--- src/rtl/uart_rx.sv ---
// 8N1 UART receiver: synchronised line, start-edge detect, mid-bit sampling,
// one-cycle valid / frame-error strobes.
module uart_rx #(
  parameter int CLK_FREQ  = 50,
  parameter int BAUD_RATE = 115200
) (
  input  logic       clk,
  input  logic       rst_n,
  input  logic       RX_IN,
  output logic [7:0] RX_DATA,
  output logic       RX_VALID,
  output logic       RX_ERR,
  output logic       RX_BUSY
);
  localparam int BAUD_CNT = CLK_FREQ * 1000000 / BAUD_RATE;
  localparam int HALF_CNT = BAUD_CNT / 2;
  localparam logic [15:0] BAUD_LAST = 16'(BAUD_CNT - 1);
  localparam logic [15:0] HALF_LAST = 16'(HALF_CNT - 1);

  typedef enum logic [1:0] {S_IDLE, S_START, S_DATA, S_STOP} state_t;

  state_t      state, state_nxt;
  logic        sync1, rx_s, rx_s_d, fall;
  logic [15:0] baud_cnt, baud_nxt;
  logic [2:0]  bit_cnt, bit_nxt;
  logic [7:0]  shift, shift_nxt, data_nxt;
  logic        valid_nxt, err_nxt;

  // Synchroniser and edge flop reset high so reset release never looks like a start edge.
  always_ff @(posedge clk or negedge rst_n) begin
    if (!rst_n) begin
      sync1  <= 1'b1;
      rx_s   <= 1'b1;
      rx_s_d <= 1'b1;
    end else begin
      sync1  <= RX_IN;
      rx_s   <= sync1;
      rx_s_d <= rx_s;
    end
  end

  assign fall = rx_s_d & ~rx_s;

  always_ff @(posedge clk or negedge rst_n) begin
    if (!rst_n) begin
      state    <= S_IDLE;
      baud_cnt <= '0;
      bit_cnt  <= '0;
      shift    <= '0;
      RX_DATA  <= '0;
      RX_VALID <= 1'b0;
      RX_ERR   <= 1'b0;
      RX_BUSY  <= 1'b0;
    end else begin
      state    <= state_nxt;
      baud_cnt <= baud_nxt;
      bit_cnt  <= bit_nxt;
      shift    <= shift_nxt;
      RX_DATA  <= data_nxt;
      RX_VALID <= valid_nxt;
      RX_ERR   <= err_nxt;
      RX_BUSY  <= (state_nxt != S_IDLE);
    end
  end

  always_comb begin
    state_nxt = state;
    baud_nxt  = baud_cnt + 16'd1;
    bit_nxt   = bit_cnt;
    shift_nxt = shift;
    data_nxt  = RX_DATA;
    valid_nxt = 1'b0;
    err_nxt   = 1'b0;
    case (state)
      S_IDLE: begin
        baud_nxt = '0;
        if (fall) state_nxt = S_START;
      end
      S_START: begin
        // Half a bit in: confirm the start bit, after which sampling sits mid-bit.
        if (baud_cnt == HALF_LAST) begin
          baud_nxt  = '0;
          bit_nxt   = '0;
          state_nxt = rx_s ? S_IDLE : S_DATA;
        end
      end
      S_DATA: begin
        if (baud_cnt == BAUD_LAST) begin
          baud_nxt  = '0;
          shift_nxt = {rx_s, shift[7:1]};
          bit_nxt   = bit_cnt + 3'd1;
          if (bit_cnt == 3'd7) state_nxt = S_STOP;
        end
      end
      S_STOP: begin
        // Leave at mid-stop-bit so a back-to-back start edge is still seen.
        if (baud_cnt == BAUD_LAST) begin
          baud_nxt  = '0;
          state_nxt = S_IDLE;
          if (rx_s) begin
            data_nxt  = shift;
            valid_nxt = 1'b1;
          end else begin
            err_nxt = 1'b1;
          end
        end
      end
      default: begin
        state_nxt = S_IDLE;
        baud_nxt  = '0;
        bit_nxt   = '0;
      end
    endcase
  end
endmodule

--- config.mk ---
export PLATFORM = sky130hd
export DESIGN_NAME = uart_rx
export DESIGN_NICKNAME = d
export VERILOG_FILES = /design/src/rtl/uart_rx.sv
export SDC_FILE = /design/constraint.sdc
export NUM_CORES = 1
export LEC_CHECK = 0
export BUFFER_PORTS_ARGS = -buffer_cell sky130_fd_sc_hd__clkbuf_2
export CAP_MARGIN = 20
export CORE_MARGIN = 2
export CORE_UTILIZATION = 55
export CTS_CLUSTER_DIAMETER = 50
export DETAILED_ROUTE_END_ITERATION = 8
export GPL_ROUTABILITY_DRIVEN = 0
export PLACE_DENSITY = 0.75
export SYNTH_ARGS = -nofsm -noshare
export SYNTH_HDL_FRONTEND = slang
export SYNTH_SLANG_ARGS = --single-unit
--- constraint.sdc ---
create_clock -name clk -period 5.25 [get_ports clk]
set_input_delay 0.525 -clock clk [delete_from_list [all_inputs] [get_ports clk]]
set_output_delay 0.525 -clock clk [all_outputs]
set_load 0.01 [all_outputs]
==> Yosys cells after proc, flatten, opt, wreduce, memory -nomap -nowiden <==
Cells that the tools add are included.
W data, S select, Z words.
{ "totals": {"ff_bits": 43, "in_bits": 3, "output_inout_bits": 11, "word_cells": 49} }
{ "classes": {"n_addsub": 2, "eq_ne": 8, "mux": 19, "bitwise": 2, "reduce_logical": 7} }
{ "op_table": {"columns": ["cell", "count"], "rows": [
  ["$pmux W16 S3", 1],
  ["$mux W16", 2],
  ["$add A16 B1 Y16 const B", 1],
  ["$eq A16 B8 Y1 const B", 1],
  ["$eq A16 B9 Y1 const B", 1],
  ["$mux W2", 6],
  ["$pmux W2 S4", 1],
  ["$mux W1", 6],
  ["$mux W3", 2],
  ["$pmux W3 S2", 1],
  ["$reduce_and A3 Y1", 2],
  ["$eq A2 B2 Y1 const B", 2],
  ["$ne A2 B2 Y1 const B", 2],
  ["$reduce_bool A2 Y1", 2],
  ["$add A3 B1 Y3 const B", 1],
  ["$eq A3 B3 Y1 const B", 1],
  ["$eq A2 B1 Y1 const B", 1],
  ["$logic_not A2 Y1", 1],
  ["$reduce_and A2 Y1", 1],
  ["$reduce_or A2 Y1", 1],
  ["$and A1 B1 Y1", 1],
  ["$not A1 Y1", 1]
]} }

==> Longest topological paths before layout <==
{ "depth": {"ltp_word": 5, "ltp_mapped": 8, "depth_no_buf": 6} }

==> Worst setup path after synthesis <==
OpenSTA, ideal clock, no wires.
{ "synth_path": {"kind": "flip-flop to flip-flop", "start": "reg baud_cnt[2]", "end": "reg baud_cnt[10]", "setup_ns": 0.136, "arrival_ns": 1.997, "required_time_ns": 5.114, "setup_slack_ns": 3.117, "stages_incl_launch_ff": 6, "path_buffers": 1, "synth_period_minus_slack_ns": 2.133, "path_cell_list": "dfrtp_1 > or4_4 > or4_4 > a21oi_4 > buf_4 > nor3_1"} }
{ "synth_via": {"elab_chain_cells": 3, "elab_cells_between_ends": 6, "classes_between": "add/sub (1); eq/ne (2); mux (3)"} }
{ "synth_rtl": {"columns": ["item", "line", "text"], "rows": [
  ["start: declaration", "24", "logic [15:0] baud_cnt, baud_nxt;"],
  ["start signal: assignment", "56", "baud_cnt <= baud_nxt;"],
  ["$add A16 B1 Y16, or another cell as far along", "68", "baud_nxt = baud_cnt + 16'd1;"],
  ["$mux W16 (on tied branches)", "88, 97, 81", null],
  ["$pmux W16 S3 *", "74", "case (state)"],
  ["named net baud_nxt[10]", "24", null]
]} }
Mark *: on every way through the listed nets, which the timed path passes. The rest lies on a longest branch.
A chain may end at the register's enable or synchronous reset.

==> Worst setup path after layout <==
{ "layout_path": {"start": "reg baud_cnt[2]", "end": "reg RX_DATA[6]"} }
{ "layout_via": {"elab_chain_cells": 2} }
{ "layout_rtl": {"columns": ["item", "line", "text"], "rows": [
  ["$eq A16 B9 Y1", "97", "if (baud_cnt == BAUD_LAST) begin"],
  ["$reduce_and A3 Y1 (no source line)", null, null],
  ["end signal: assignment", "59", "RX_DATA <= data_nxt;"],
  ["end: declaration", "10", "output logic [7:0] RX_DATA,"]
]} }
Every way passes these cells.

==> flow_metrics.tcl <==
set metrics [dict create \
    status "finished clean" \
    min_period_over_period_pct 44.4 \
    cts-root-to-sink-buffers 2 \
    clock.fmax_mhz 429 \
    antenna_cells 0 \
    worstPathCellList "or4_4 > nor4_4 > nand3_2 > mux2_2" \
    clkTransAtPathRegs_ps 80 \
    use_met3_pct 5.82 \
    placementRows 22 \
    cts_tree "yes" \
    antenna_found_initial 0 \
    finalWorstSetupSlack_ps 2920 \
    core_area_mm2 0.00366 \
    final_layout_size_suffix_gt1_share_pct 25.1 \
    syn_inst 181 \
    p_int_w 0.000492 \
    synth-edff-count 0 \
    wire_per_inst_um 15.4 \
    met2_usage_pct 33.3 \
    dp.cells 238 \
    cap_violations 0 \
    cts_sinks 43 \
    power.leakage_nw 0.995 \
    dpl.hpwl_mm 2.65 \
    synthesis.area_mm2 0.00209 \
    async_flop_share_pct 100 \
    ys.flop_type "dfrtp_1" \
    grt_pass1_vias 1470 \
    skew_ps 8.63 \
    crit_family "simple AND/OR/NAND/NOR gates" \
    power.share.clock_pct 28.9 \
    slew_headroom_pct 47.0 \
    power_switching_w 0.000236 \
    top_usage_layer "met2" \
    die_y_um 65.6 \
    initial_utilization_pct 57.0 \
    fillers 295 \
    worst_pin_slew_ps 796 \
    timing.rr.start "baud_cnt[2]" \
    cp_slowest_cell "or4_4" \
    critPathMaxStageDelay_ps 600 \
    wl_mm 3.79 \
    endpoint_kind "flip-flop" \
    drt_iter0_drc 109 \
    vias 1434 \
    routed_via_density 5.81 \
    layout_common_cells "dfrtp_1, nor3_1, mux2_2" \
    grt_max_degree 44 \
    cts_max_level 2 \
    share_comb_of_total_power_pct 21.2 \
    power.density_mw_per_mm2 317 \
    power_w 0.000728 \
    syn_avg_cell_area_um2 11.5 \
    dr.pass1.iters 4 \
    grt_pass1_wl_mm 6.70 \
    min_path_type "input port to asynchronous set/reset pin" \
    grt_overflow_total 0 \
    grt_setup_unrepaired "no" \
    cts_root_buf "clkbuf_8" \
    cp.required_ps 5430 \
    drc 0 \
    setup_violations 0 \
    grtUsageTotal_pct 20.9 \
    drv_slew 0 \
    min_period_ps 2330 \
    cts_hold_buf 0 \
    syn_to_final_growth_pct 10.3 \
    dieArea_mm2 0.00430 \
    p_seq_share_pct 50.0 \
    crit_start "baud_cnt[2]" \
    insertion_delay_ps 300 \
    critical_path_class "flip-flop to flip-flop" \
    ys_warn_count 0 \
    switching_share_pct 32.5 \
    postCtsSetupBuffers 0 \
    startpoint_type "flip-flop" \
    fin_nets 210 \
    instances_no_fill 247 \
    setup_tns_ps 0 \
    yosysUniqueCellTypes 40 \
    ys_seq_elements 43 \
    grtUsageMet1_pct 26.6 \
    critical_path_buf_inv_count 0 \
    cts_buffers 5 \
    ys_seq_area_share_pct 51.8 \
    path_max_fanout 8 \
    pre_cts_slack_ps 2930 \
    cts_resized 0 \
    drtAntennaViolNets 0 \
    port_buffers 13 \
    final_common_cell "dfrtp_1" \
    ioPinCount 14 \
    fp.dieW_um 65.6 \
    cp.arrival_ps 2510 \
    ir_drop_uv 236 \
    syn-num-nets 193 \
    hold_viol 0 \
]
power groups by stage:
stage	clock network, W	registers [W]	logic, W
after CTS	0.000215	0.000364	0.000155
after global placement	0	0.000369	0.000145
after detailed placement	0	0.000370	0.000153
after global routing	0.000228	0.000367	0.000175
final	0.000210	0.000364	0.000154
after floorplan	0	0.000368	0.000113
metal layers:
metal  routed length [um]  vias to the layer above
li1                     -                      684
met2                 1880                       21
met1                 1730                      723
met3                  135                        6
met5                    0                        -
met4                   53                        0
through the flow:
stage	util (%)	hold WS, ps	area, um2
floorplan	-	229	2090
global placement	59.9	348	2190
detailed placement	59.9	349	2190
CTS	62.3	305	2280
global route	62.9	93.1	2300
finish	62.9	87.0	2300
final cells by class:
type	instances	area, um2	area share [%]
clock inverters	3	20.0	0.870
repair buffers	14	85.1	3.70
flip-flops and latches	43	1080	46.9
inverters	12	45.0	1.96
multi-input cells	122	942	40.9
clock buffers	5	68.8	2.99
well taps	48	60.1	2.61
cells in the mapped netlist (all sizes together) (5+ instances only):
cell type / n / area, um2
mux2: 16 / 180
nor4: 5 / 46.3
or4: 5 / 48.8
dfrtp: 40 / 1000
xnor2: 10 / 87.6
inv: 12 / 45.0
nor3: 18 / 90.1
nand2: 10 / 40.0
ha: 9 / 113
o21ai: 7 / 35.0
nand3: 8 / 45.0
kinds of logic after synthesis:
group	Yosys count	synth area share (%)
AO/OA/AOI/OAI	21	7.44
XOR/XNOR	12	5.04
adder cells (fa/ha/maj)	9	5.40
buffers and inverters	16	3.06
flip-flops	43	51.8
multiplexers	16	8.64
AND/OR/NAND/NOR	64	18.7
sequential cells by signal (all words and copies together), names as in the netlist:
signal / count
shift: 8
state: 2
rx_s_d: 1
RX_BUSY: 1
RX_ERR: 1
baud_cnt: 16
RX_VALID: 1
rx_s: 1
sync1: 1
bit_cnt: 3
RX_DATA: 8
worst paths after layout:
kind / endpoint / slack [ps] / cells past startpoint
max: RX_DATA[6] / 2920 / 4
min: baud_cnt[8] / 90 / 1
max reg2reg: RX_DATA[6] / 2920 / 4
min reg2reg: rx_s / 360 / 0
max in group asynchronous: sync1 / 4630 / 2
min in group clk: sync1 / 310 / 1
Note: power is estimated with default switching activity, not from simulation.
